==> src/rtl/if_fetch_unit.sv <==
// if_fetch_unit: instruction-fetch stage with a single outstanding imem
// request and a small {pc, inst} FIFO toward IF/ID. Redirects flush the
// FIFO and cause any in-flight response to be discarded.
// Optional build macro: FETCH_PERF_EN adds perf_redirects / perf_drops.
module if_fetch_unit #(
  parameter logic [31:0] RESET_PC   = 32'hBFC0_0000,
  parameter int unsigned FIFO_DEPTH = 2
) (
  input  logic        clk,
  input  logic        rst,
  input  logic        redirect_valid,
  input  logic [31:0] redirect_pc,
  output logic        imem_req,
  output logic [31:0] imem_addr,
  input  logic        imem_ack,
  input  logic [31:0] imem_rdata,
  output logic        inst_valid,
  input  logic        inst_ready,
  output logic [31:0] inst_pc,
  output logic [31:0] inst
`ifdef FETCH_PERF_EN
  ,
  output logic [31:0] perf_redirects,
  output logic [31:0] perf_drops
`endif
);

  localparam int unsigned PW = (FIFO_DEPTH > 1) ? $clog2(FIFO_DEPTH) : 1;
  localparam int unsigned CW = $clog2(FIFO_DEPTH + 1);

  typedef enum logic [1:0] {
    S_IDLE = 2'd0,
    S_WAIT = 2'd1,
    S_DROP = 2'd2
  } state_t;

  state_t        state, state_nxt;
  logic [31:0]   fetch_pc, fetch_pc_nxt, addr_nxt, redirect_tgt;
  logic          push, pop;
  logic [CW-1:0] count, count_nxt, count_after_pop;
  logic [PW-1:0] rd_ptr, wr_ptr, rd_ptr_nxt;
  logic [31:0]   mem_pc   [FIFO_DEPTH];
  logic [31:0]   mem_inst [FIFO_DEPTH];

  assign redirect_tgt    = redirect_pc & ~32'h3;
  assign pop             = inst_valid & inst_ready;
  assign push            = (state == S_WAIT) & imem_ack & ~redirect_valid;
  assign count_nxt       = count + CW'(push) - CW'(pop);
  assign count_after_pop = count - CW'(pop);
  assign rd_ptr_nxt      = rd_ptr + PW'(pop);

  // Fetch state, fetch PC and registered request outputs
  always_ff @(posedge clk or posedge rst) begin
    if (rst) begin
      state     <= S_IDLE;
      fetch_pc  <= RESET_PC;
      imem_req  <= 1'b0;
      imem_addr <= RESET_PC;
    end else begin
      state     <= state_nxt;
      fetch_pc  <= fetch_pc_nxt;
      imem_req  <= (state_nxt != S_IDLE);
      imem_addr <= addr_nxt;
    end
  end

  // Next-state, next fetch PC and next request address
  always_comb begin
    state_nxt    = state;
    fetch_pc_nxt = fetch_pc;
    addr_nxt     = imem_addr;
    case (state)
      S_IDLE: begin
        if (redirect_valid) begin
          fetch_pc_nxt = redirect_tgt;
        end else if (count_nxt < CW'(FIFO_DEPTH)) begin
          state_nxt = S_WAIT;
          addr_nxt  = fetch_pc;
        end
      end
      S_WAIT: begin
        if (imem_ack) begin
          if (!redirect_valid) begin
            fetch_pc_nxt = imem_addr + 32'd4;
            if (count_nxt < CW'(FIFO_DEPTH)) begin
              addr_nxt = imem_addr + 32'd4;
            end else begin
              state_nxt = S_IDLE;
            end
          end else begin
            fetch_pc_nxt = redirect_tgt;
            state_nxt    = S_IDLE;
          end
        end else if (redirect_valid) begin
          fetch_pc_nxt = redirect_tgt;
          state_nxt    = S_DROP;
        end
      end
      S_DROP: begin
        if (redirect_valid) fetch_pc_nxt = redirect_tgt;
        if (imem_ack) state_nxt = S_IDLE;
      end
      default: state_nxt = S_IDLE;
    endcase
  end

  // FIFO storage; data entries need no reset since count gates validity
  always_ff @(posedge clk) begin
    if (push) begin
      mem_pc[wr_ptr]   <= imem_addr;
      mem_inst[wr_ptr] <= imem_rdata;
    end
  end

  // FIFO pointers, occupancy and registered head outputs; flush wins
  always_ff @(posedge clk or posedge rst) begin
    if (rst) begin
      count      <= '0;
      rd_ptr     <= '0;
      wr_ptr     <= '0;
      inst_valid <= 1'b0;
      inst_pc    <= 32'd0;
      inst       <= 32'd0;
    end else if (redirect_valid) begin
      count      <= '0;
      rd_ptr     <= '0;
      wr_ptr     <= '0;
      inst_valid <= 1'b0;
    end else begin
      count      <= count_nxt;
      rd_ptr     <= rd_ptr_nxt;
      if (push) wr_ptr <= wr_ptr + PW'(1);
      inst_valid <= (count_nxt != '0);
      if (count_after_pop == '0) begin
        if (push) begin
          inst_pc <= imem_addr;
          inst    <= imem_rdata;
        end
      end else begin
        inst_pc <= mem_pc[rd_ptr_nxt];
        inst    <= mem_inst[rd_ptr_nxt];
      end
    end
  end

  // A push into a full FIFO cannot happen: WAIT is only entered with room
  always_ff @(posedge clk) begin
    if (!rst) assert (!(push && (count == CW'(FIFO_DEPTH))));
  end

`ifdef FETCH_PERF_EN
  logic drop;
  assign drop = imem_ack & ((state == S_DROP) | ((state == S_WAIT) & redirect_valid));

  // Redirect and discarded-response event counters
  always_ff @(posedge clk or posedge rst) begin
    if (rst) begin
      perf_redirects <= 32'd0;
      perf_drops     <= 32'd0;
    end else begin
      if (redirect_valid) perf_redirects <= perf_redirects + 32'd1;
      if (drop)           perf_drops     <= perf_drops + 32'd1;
    end
  end
`endif

endmodule

==> config.mk <==
export PLATFORM = sky130hd
export DESIGN_NAME = if_fetch_unit
export DESIGN_NICKNAME = d
export VERILOG_FILES = /design/src/rtl/if_fetch_unit.sv
export SDC_FILE = /design/constraint.sdc
export NUM_CORES = 1
export LEC_CHECK = 0
export ABC_AREA = 1
export CAP_MARGIN = 20
export CORE_ASPECT_RATIO = 1.4
export CORE_MARGIN = 4
export CORE_UTILIZATION = 60
export DETAILED_ROUTE_END_ITERATION = 6
export GPL_TIMING_DRIVEN = 0
export MAX_ROUTING_LAYER = met4
export PLACE_DENSITY_LB_ADDON = 0.05
export SYNTH_ARGS = -nofsm -noshare
export SYNTH_HDL_FRONTEND = slang
export SYNTH_SLANG_ARGS = --single-unit
==> constraint.sdc <==
create_clock -name clk -period 9.6 [get_ports clk]
set_input_delay 1.92 -clock clk [delete_from_list [all_inputs] [get_ports clk]]
set_output_delay 1.92 -clock clk [all_outputs]
set_load 0.1 [all_outputs]
Word level (Yosys, flattened, before mapping). Memory sizes are Yosys's and may differ from the RTL's. Cells that the tools add are included.

Bits in registers: 136. Latch bits: 0. Bits in writable memories: 128. Memory bits (read-only): 0. Output and inout bits: 98. Memories kept: 2.

Memory list: mem_inst (depth 2, bits a word 32, rd ports 1, clocked after memory_dff 0, wr ports 1, line 43) `logic [31:0] mem_inst [FIFO_DEPTH];`; mem_pc (depth 2, bits a word 32, rd ports 1, clocked after memory_dff 0, wr ports 1, line 42) `logic [31:0] mem_pc [FIFO_DEPTH];`.

Add/sub/neg operators: 6. Multipliers: 0. Divide/modulo/power cells: 0. Order comparisons: 1. Equal/unequal tests: 8. Shift operators: 0. Mux-type cells: 29. Bitwise gates (word level): 4. Reduce and logical (&&, ||, !) cells: 10.

Operators by type and width (count): $mux W32 (12); $pmux W32 S2 (2); $add A32 B3 Y32 const B (1); $mux W2 (8); $ne A2 B2 Y1 const B (5); $reduce_bool A2 Y1 (5); $mux W1 (6); $pmux W2 S3 (1); $reduce_and A6 Y1 (1); $logic_not A2 Y1 (2); $sub A2 B1 Y2 (2); $and A1 B1 Y1 (3); $add A2 B1 Y2 (1); $eq A2 B1 Y1 const B (1); $eq A2 B2 Y1 const B (1); $lt A2 B2 Y1 const B (1); $ne A2 B1 Y1 const B (1); $reduce_and A2 Y1 (1); $reduce_or A2 Y1 (1); $add A1 B1 Y1 (1); $add A1 B1 Y1 const B (1); $not A1 Y1 (1).

Longest topological paths before layout. Gate-level depths: netlist of run 1.

Word-level depth: 11. Mapped depth: 13.

Worst setup path after synthesis of run 1. Ideal clock, no wire load.

Kind: in2reg. Start point: input port imem_ack. End point: memory mem_inst[0][0] (enable). Setup time: 0.486 ns. Arrival: 5.392 ns. Setup slack: 3.722 ns. Cell stages on the path: 7. Path through: buf_4 > nand2_2 > nor2_2 > inv_2 > nor2_1 > inv_1 > nor2_1.

Cells in the longest elaborated chain, start to end: 4.

Ends and longest elaborated chain: start: declaration (line 15) `input logic imem_ack,`; $and A1 B1 Y1 (2 in series) (line 47) `assign push = (state == S_WAIT) & imem_ack & ~redirect_valid;`; $mux W1 (line 109) `if (push) begin`; $mux W1 (not written as such) (line 111) `mem_inst[wr_ptr] <= imem_rdata;`; end: declaration (line 43).

Every way passes these cells.

Worst setup path in the final report of run 1.
Start point: input port imem_ack. End point: register imem_addr[24].

Cells in the longest elaborated chain, start to end: 7.

Ends and longest elaborated chain: $and A1 B1 Y1 (2 in series) (line 47); $add A2 B1 Y2 (line 48) `assign count_nxt = count + CW'(push) - CW'(pop);`; $sub A2 B1 Y2 (line 48); $lt A2 B2 Y1 (line 76, 85); $ne A2 B2 Y1 (no source line) / $ne A2 B1 Y1 (equally long branches); $reduce_and A6 Y1 (no source line) (*); end signal: assignment (line 63) `imem_addr <= addr_nxt;`; end: declaration (line 14) `output logic [31:0] imem_addr,`.

Every way passes the cells marked *; elsewhere a longest branch is shown, timed or not. A chain may end at the register's enable or synchronous reset.

==> metrics.md, run 1 <==
| Metric | Value |
|---|---|
| Synthesized area per cell | 8.83 um2 |
| R2r startpoint | state[1] |
| Period utilization | 0.447 |
| RSZ-0062 raised after global routing | false |
| Yosys warnings | 0 |
| Number of CTS-inserted buffers | 25 |
| Worst Setup End Kind | flip-flop |
| Setup repair bufs after CTS | 0 |
| Post-synth top flop | edfxtp_1 |
| Worst relative slew slack | 0.303 |
| Final slew viol count | 0 |
| Post-CTS Resized | 0 |
| Fillers | 1,507 |
| Mapped Nets | 1,503 |
| Mux cell area share after synthesis | 0 |
| P&R area growth vs syn | 23.0% |
| Fin Clk Skew | 8.89 ps |
| Reg2reg setup slack | 6500 ps |
| Final Hold Vio Count | 0 |
| Synth Cell Area | 12,600 um2 |
| Die area | 23,500 um2 |
| Residual DRC | 0 |
| TNS Setup | 0 ps |
| Clock transition at the registers of the reported paths | 70 ps |
| Synth Area in Simple Gates | 0.176 |
| Overflow left after global routing | 0 |
| XOR/XNOR Fraction of Synth Area | 0.00891 |
| Max-Cap Viols | 0 |
| Vias in the first global route | 10,636 |
| First-pass GRT wire length | 52,500 um |
| Die Span Y | 180 um |
| Register area share after synthesis | 0.575 |
| Pin count of the biggest net entering global routing | 80 |
| Post-DRT Antenna Nets | 0 |
| Post-Route Utilization | 0.753 |
| Final nets | 1,697 |
| Initial DRC count | 724 |
| Vias per cell | 5.59 |
| Cells after Synth | 1,432 |
| Site Rows | 62 |
| Netlist cell types | 45 |
| Clock Tree Buf Depth | 3 |
| Share of cells above drive strength 1 | 0.104 |
| Gr usage total | 0.285 |
| I/O pin count | 167 |
| Multi-input gate area | 4290 um2 |
| Area share of fa/ha/maj cells after synthesis | 0.00198 |
| Post-synth EDFFs | 128 |
| Synth Area in Compound Gates | 0.151 |
| Die X | 131 um |
| Asr flop ratio synth | 0.515 |
| Drt pass-1 iters | 6 |
| Worst Tran Pin Value | 1040 ps |
| Max Fclk | 233 MHz |
| PortBufs | 162 |
| FF-to-FF path depth | 11 |
| Type of the worst min-delay path | reg -> reg |
| Final HPWL from detailed placement | 23,300 um |
| Clk root buf | clkbuf_16 |
| CTS H-tree depth | 1 |
| Clk_lat worst skew | 520 ps |
| Setup-failing EPs final | 0 |
| Worst Hold Path Cells | 2 |
| Worst hold start | fetch_pc[31] |
| Largest family of logic cells by synthesized area | simple AND/OR/NAND/NOR gates |
| FF+latch area | 7270 um2 |
| FF+latch count, synth | 264 |
| Arrival time at the worst endpoint | 4720 ps |
| Crit start category | primary input |
| Critical-path maximum fanout | 10 |
| Via count | 10,612 |
| Hold_buf cts | 0 |
| Final worst path period need | 4290 ps |
| Status | finished clean |
| Most frequent cells in the layout | nand2_1 (423), inv_1 (178), clkdlybuf4s50_1 (162), o21ai_0 (154), edfxtp_1 (128) |
| Setup Crit Path Kind | in -> reg |
| WP data required | 10,030 ps |
| Initial antenna violation count | 0 |
| Wire per inst | 17.3 um |
| Starting density of the core | 0.613 |
| Most common cell after layout, fill and taps aside | nand2_1 |
| TritonCTS clock tree | built |
| Worst Hold End | fetch_pc[31] |
| Routability cong. | 0.965 |
| WL final | 32,900 um |
| # diodes | 0 |
| RR Endpoint | imem_addr[24] |
| CTS sink cnt | 264 |
| Core region area | 20,600 um2 |
==> layout make-up <==
type                       instances  area share
sequential                       264       0.468
multi-input combinational        914       0.276
timing repair buffer             167       0.112
inverter                         184      0.0448
clock buffer                      27      0.0420
buffer                            70      0.0260
tap                              256      0.0206
clock inverter                    18      0.0110
==> state kept, by name (all words and copies together), names as in the netlist, 2 cells and up <==
name       cells
mem_inst      64
mem_pc        64
fetch_pc      32
imem_addr     32
inst          32
inst_pc       32
count          2
state          2
==> synth_stat cells (2+ instances only) <==
| cell | count | area share |
|---|---|---|
| nand4_1 | 2 | 0.00099 |
| dfrtp_1 | 118 | 0.23 |
| o21ai_0 | 154 | 0.061 |
| o2bb2ai_1 | 2 | 0.0014 |
| buf_4 | 13 | 0.0077 |
| nand2_2 | 4 | 0.0020 |
| nor2_4 | 2 | 0.0018 |
| buf_2 | 31 | 0.012 |
| dfstp_2 | 18 | 0.037 |
| clkbuf_1 | 14 | 0.0042 |
| a211oi_1 | 7 | 0.0042 |
| a32oi_1 | 3 | 0.0021 |
| or2_2 | 4 | 0.0020 |
| buf_1 | 4 | 0.0012 |
| nand3_1 | 25 | 0.0099 |
| nor2_2 | 8 | 0.0040 |
| nand2_1 | 423 | 0.13 |
| inv_2 | 2 | 0.00059 |
| o21ai_2 | 30 | 0.021 |
| nor2_1 | 81 | 0.024 |
| a22oi_1 | 2 | 0.0012 |
| a31oi_1 | 2 | 0.00099 |
| o22ai_1 | 7 | 0.0035 |
| clkinv_1 | 3 | 0.00089 |
| nand3b_1 | 6 | 0.0036 |
| edfxtp_1 | 128 | 0.30 |
| xnor2_1 | 4 | 0.0028 |
| buf_6 | 7 | 0.0062 |
| o21a_1 | 5 | 0.0030 |
| xor2_1 | 7 | 0.0049 |
| a21oi_1 | 64 | 0.025 |
| ha_1 | 2 | 0.0020 |
| nor3_1 | 2 | 0.00079 |
| inv_1 | 179 | 0.053 |
| o21ai_1 | 55 | 0.022 |
| o211ai_1 | 5 | 0.0030 |
==> routing by layer <==
| layer | wire (um) | global-route usage | up-vias | part of all wire |
|---|---|---|---|---|
| li1 | - | - | 5044 | - |
| met1 | 12300 | 0.330 | 4999 | 0.37 |
| met2 | 16900 | 0.492 | 453 | 0.51 |
| met3 | 2250 | 0.0344 | 116 | 0.068 |
| met4 | 1420 | 0.126 | 0 | 0.043 |
| met5 | 0 | - | - | 0 |
==> stage by stage <==
step,hold slack [ps],setup slack [ps],instances,area (um2)
3_5_place_dp,465,4910,1855,14700
4_1_cts,476,5310,1900,15500
2_1_floorplan,454,3720,1432,12600
3_3_place_gp,463,1740,1850,14600
5_1_grt,482,5150,1900,15500
6_report,477,5310,1900,15500
==> cells by family (layout without fill, tap and decap cells) <==
kind of cell	after synthesis	count (layout)
buf+inv	254	466
fa+ha+maj	2	2
compound gates	340	340
simple gates	560	560
xor+xnor	12	12
flops	264	264
==> how the worst max path moves through the flow <==
stage	startpoint	endpoint	slack, ps	cells past startpoint
floorplan	imem_ack	mem_inst[0][0]	3720	7
global placement	imem_ack	mem_inst[0][6]	1740	7
detailed placement	imem_ack	imem_addr[9]	4910	13
CTS	imem_addr[27]	imem_addr[27]	5310	1
global route	imem_ack	imem_addr[24]	5150	13
finish	imem_ack	imem_addr[24]	5310	13
==> critical path, stage by stage <==
cell     delay [ps]
buf_4           150
nand2_2         110
nor2_2          230
inv_2           140
nor2_1          550
ha_1            280
xnor2_1         100
xnor2_2         320
nand2_2         250
inv_2           210
buf_4           210
nor2_1           70
a21oi_1         160
Power of run 1 is left out: the tool's default activity adds up to more than one toggle a clock period on the data nets, which glitch-free logic cannot reach.
==> run 2: changes to the inputs <==
--- a/config.mk
+++ b/config.mk
@@ -9,7 +9,7 @@
 export CAP_MARGIN = 20
 export CORE_ASPECT_RATIO = 1.4
 export CORE_MARGIN = 4
-export CORE_UTILIZATION = 60
+export CORE_UTILIZATION = 50
 export DETAILED_ROUTE_END_ITERATION = 6
 export GPL_TIMING_DRIVEN = 0
 export MAX_ROUTING_LAYER = met4
==> constraint.sdc (replaced) <==
create_clock -name clk -period 3.6 [get_ports clk]
set_input_delay 0.72 -clock clk [delete_from_list [all_inputs] [get_ports clk]]
set_output_delay 0.72 -clock clk [all_outputs]
set_load 0.1 [all_outputs]
==> metrics.md, run 2 (synthesis gave the netlist of run 1 again) <==
| Metric | Value |
|---|---|
| Status | finished clean |
| Clock Tree Buf Depth | 3 |
| Final nets | 1,701 |
| Die X | 142 um |
| Core region area | 24,800 um2 |
| Die area | 27,900 um2 |
| Drt pass-1 iters | 5 |
| Max stage delay on crit path | 530 ps |
| Worst Tran Pin Value | 1050 ps |
| Setup-failing EPs final | 0 |
| Gr usage total | 0.243 |
| Crit start category | flip-flop |
| CTS H-tree depth | 1 |
| Period utilization | 0.857 |
| Fin Clk Skew | 13.0 ps |
| Slowest-stage cell, CP | nor2_1 |
| Clk_lat worst skew | 530 ps |
| Clock transition at the registers of the reported paths | 60 ps |
| P&R area growth vs syn | 23.9% |
| WL final | 33,000 um |
| First-pass GRT wire length | 52,900 um |
| Setup Crit Path Kind | reg -> reg |
| Fillers | 2,180 |
| Regs by FF count | mem_inst x64, mem_pc x64 |
| CTS sink cnt | 264 |
| Max-Cap Viols | 0 |
| Most frequent cells in the layout | nand2_1 (423), inv_1 (178), clkdlybuf4s50_1 (162), o21ai_0 (154), edfxtp_1 (128) |
| Type of the worst min-delay path | reg -> reg |
| Die Span Y | 196 um |
| I/O pin count | 167 |
| Post-DRT Antenna Nets | 0 |
| Most common cell after layout, fill and taps aside | nand2_1 |
| Residual DRC | 0 |
| Arrival time at the worst endpoint | 3530 ps |
| Share of cells above drive strength 1 | 0.101 |
| Final HPWL from detailed placement | 23,900 um |
| Post-route cell area | 15,700 um2 |
| Final Hold Slack | 475 ps |
| TritonCTS clock tree | built |
| Worst relative slew slack | 0.297 |
| Initial antenna violation count | 0 |
| Dpl cell area | 14,800 um2 |
| Site Rows | 68 |
| Via count | 10,144 |
| Wire per inst | 16.8 um |
| Routability cong. | 0.931 |
| Worst Setup End Kind | flip-flop |
| PortBufs | 162 |
| Final Hold Vio Count | 0 |
| Pin count of the biggest net entering global routing | 40 |
| Placed insts | 1,916 |
| # diodes | 0 |
| Number of CTS-inserted buffers | 27 |
| WP data required | 4040 ps |
| Max Fclk | 324 MHz |
| Critical-path maximum fanout | 10 |
| Setup repair bufs after CTS | 0 |
| Final slew viol count | 0 |
| Hold_buf cts | 0 |
| Vias in the first global route | 10,102 |
| RSZ-0062 raised after global routing | false |
| Initial DRC count | 497 |
| Vias per cell | 5.16 |
| Critical Path, Cell by Cell | nand2_2 -> nor2_2 -> inv_2 -> nor2_1 -> ha_1 -> xnor2_1 -> xnor2_2 -> nand2_2 -> inv_2 -> buf_4 -> nor2_1 -> a21oi_1 |
| Post-route non-filler standard cell count | 1,964 |
| Clk root buf | clkbuf_16 |
| Overflow left after global routing | 0 |
| Final worst path period need | 3080 ps |
| TNS Setup | 0 ps |
| Starting density of the core | 0.511 |
| Post-CTS Resized | 0 |
run 2: cell count changes in the layout (fill, tap and decap cells not counted):
cell        delta
clkbuf_16      +2
clkinv_4       -1
clkinv_2       -4
clkbuf_8       +1
clkinvlp_4     -2
clkbuf_1      +10
clkinv_1       -1
buf_16         -2
bufinv_16      -1
buf_12         +4
inv_6          -1
run 2: layout make-up:
cell class / count / area (um2) / share of cell area
Multi-Input combinational cell: 914 / 4290 / 0.274
Tap cell: 315 / 394 / 0.0252
Buffer: 70 / 404 / 0.0258
Clock inverter: 8 / 86.3 / 0.00551
Clock buffer: 40 / 754 / 0.0482
Sequential cell: 264 / 7270 / 0.464
Timing Repair Buffer: 169 / 1760 / 0.113
Inverter: 184 / 694 / 0.0444
run 2: worst paths after layout:
check,startpoint,end,slack (ps),cells past startpoint
max,state[0],imem_addr[21],520,12
min,fetch_pc[31],fetch_pc[31],470,2
max reg2reg,state[0],imem_addr[21],520,12
min reg2reg,fetch_pc[31],fetch_pc[31],470,2
max in group asynchronous,rst,fetch_pc[31],1950,4
min in group asynchronous,rst,inst[6],680,2
run 2: per-layer routing:
| metal | routed length, um | share of wire | track usage |
|---|---|---|---|
| met1 | 13300 | 0.40 | 0.296 |
| met2 | 16700 | 0.50 | 0.414 |
| met3 | 1700 | 0.052 | 0.0276 |
| met4 | 1380 | 0.042 | 0.0948 |
| met5 | 0 | 0 | - |
run 2: worst max-delay path: cells and delay by family (launching register included):
| family | cells | cell delay (ps) |
|---|---|---|
| and+or+nand+nor | 5 | 1190 |
| buffers and inverters | 3 | 600 |
| xor gates and xnor gates | 2 | 410 |
| DFF | 1 | 380 |
| adders and majority gates | 1 | 280 |
| AOI/OAI and AO/OA | 1 | 140 |
run 2: metrics by stage:
| step | worst slack, ps | utilization |
|---|---|---|
| detailed placement | -20.0 | 0.598 |
| global route | 337 | 0.632 |
| global placement | -1470 | 0.593 |
| finish | 516 | 0.632 |
| floorplan | 1.91 | - |
| CTS | 480 | 0.632 |
Power of run 2 is left out for the same reason.
==> run 3: changes to the inputs <==
--- a/config.mk
+++ b/config.mk
@@ -9,11 +9,11 @@
 export CAP_MARGIN = 20
 export CORE_ASPECT_RATIO = 1.4
 export CORE_MARGIN = 4
-export CORE_UTILIZATION = 50
+export CORE_UTILIZATION = 40
 export DETAILED_ROUTE_END_ITERATION = 6
-export GPL_TIMING_DRIVEN = 0
 export MAX_ROUTING_LAYER = met4
 export PLACE_DENSITY_LB_ADDON = 0.05
+export SLEW_MARGIN = 10
 export SYNTH_ARGS = -nofsm -noshare
 export SYNTH_HDL_FRONTEND = slang
 export SYNTH_SLANG_ARGS = --single-unit
==> metrics.md, run 3 (synthesis gave the netlist of run 1 again) <==
| Metric | Value |
|---|---|
| Worst Tran Pin Value | 1040 ps |
| Crit path buf inv count | 1 |
| Worst Hold End | fetch_pc[31] |
| Post-CTS Resized | 0 |
| Routability cong. | 0.797 |
| Status | finished clean |
| RR Endpoint | imem_addr[3] |
| Met3 usage | 0.0224 |
| Post-DRT Antenna Nets | 0 |
| Place WS | 412 ps |
| Worst Setup End Kind | primary output |
| Site Rows | 76 |
| Vias in the first global route | 9,648 |
| Slowest-stage cell, CP | clkdlybuf4s50_1 |
| Hold_buf cts | 0 |
| Pin count of the biggest net entering global routing | 137 |
| Share of cells above drive strength 1 | 0.108 |
| Worst relative slew slack | 0.304 |
| PortBufs | 164 |
| Fin Clk Skew | 9.19 ps |
| Final slew viol count | 0 |
| FF-to-FF path depth | 11 |
| P&R area growth vs syn | 22.2% |
| Reg2reg setup slack | 1350 ps |
| Final nets | 1,648 |
| Post-Route Utilization | 0.498 |
| Starting density of the core | 0.408 |
| CP delay by family, top | buffers and inverters |
| Crit start category | flip-flop |
| Initial antenna violation count | 0 |
| Wire per inst | 16.5 um |
| Most common cell after layout, fill and taps aside | nand2_1 |
| Clk root buf | clkbuf_16 |
| # diodes | 0 |
| Number of CTS-inserted buffers | 28 |
| Fillers | 2,949 |
| Period utilization | 0.777 |
| Max-Cap Viols | 0 |
| Clock transition at the registers of the reported paths | 60 ps |
| Regs by FF count | mem_inst x64, mem_pc x64 |
| GR peak layer | met2 |
| Core region area | 31,000 um2 |
| Initial DRC count | 539 |
| Via count | 9,770 |
| Worst Hold Path Cells | 2 |
| RSZ-0062 raised after global routing | false |
| Met1 Use GR | 0.256 |
| Final Hold Vio Count | 0 |
| GR Util met2 | 0.335 |
| Critical-path maximum fanout | 2 |
| Type of the worst min-delay path | reg -> reg |
| I/O pin count | 167 |
| Die area | 34,600 um2 |
| Clk_lat worst skew | 540 ps |
| Setup repair bufs after CTS | 0 |
| Die Span Y | 218 um |
| TNS Setup | 0 ps |
| Final WS setup | 804 ps |
| TritonCTS clock tree | built |
| Final HPWL from detailed placement | 20,200 um |
| Most frequent cells in the layout | nand2_1 (423), inv_1 (178), o21ai_0 (154), edfxtp_1 (128), clkdlybuf4s50_1 (125) |
| Worst hold start | fetch_pc[31] |
| Max stage delay on crit path | 1150 ps |
| Arrival time at the worst endpoint | 2080 ps |
| Residual DRC | 0 |
| First-pass GRT wire length | 53,200 um |
| Overflow left after global routing | 0 |
| Max Fclk | 358 MHz |
| Die X | 158 um |
| Drt pass-1 iters | 5 |
| WP data required | 2880 ps |
| Setup-failing EPs final | 0 |
| Multi-input gate area | 4320 um2 |
| Gr usage total | 0.199 |
| Final worst path period need | 2800 ps |
| R2r startpoint | state[1] |
| Critical Path, Cell by Cell | clkdlybuf4s50_1 |
| WL final | 32,900 um |
| CTS sink cnt | 264 |
| CTS H-tree depth | 1 |
| Clock Tree Buf Depth | 3 |
| FF+latch area | 7270 um2 |
| Setup Crit Path Kind | reg -> out |
| Vias per cell | 4.91 |
[run 3: worst max path at each step]
stage / endpoint / from / cells past startpoint / slack (ps)
after detailed placement: imem_addr[3] / imem_ack / 13 / 410
after floorplan: mem_inst[1][0] / redirect_valid / 6 / 2
after global routing: inst_pc[6] / inst_pc[6] / 1 / 750
after global placement: imem_addr[3] / imem_ack / 13 / 440
after CTS: inst_pc[8] / inst_pc[8] / 1 / 760
final: inst_pc[8] / inst_pc[8] / 1 / 800
[run 3: area by class of cell]
cell class                 count  share of cell area
timing repair buffer         185               0.117
tap                          390              0.0316
multi-input combinational    914               0.280
inverter                     184              0.0450
clock inverter                14             0.00753
clock buffer                  38              0.0492
sequential                   264               0.471
[run 3: layer usage]
layer / up-vias / share of wire
met3: 42 / 0.038
met1: 4583 / 0.44
met4: 0 / 0.022
met2: 201 / 0.50
li1: 4944 / -
met5: - / 0
[run 3: tightest hold or removal path, cell delays in order, from the launching register on]
cell     delay (ps)
dfstp_2         380
nand2_1          60
nand2_1          50
[run 3: metrics by stage]
step / instances / hold WS [ps] / area (um2)
after global routing: 1989 / 484 / 15400
after CTS: 1989 / 478 / 15400
after detailed placement: 1937 / 467 / 14600
final: 1989 / 481 / 15400
after floorplan: 1432 / 454 / 12700
after global placement: 1937 / 463 / 14600
Power of run 3 is left out for the same reason.
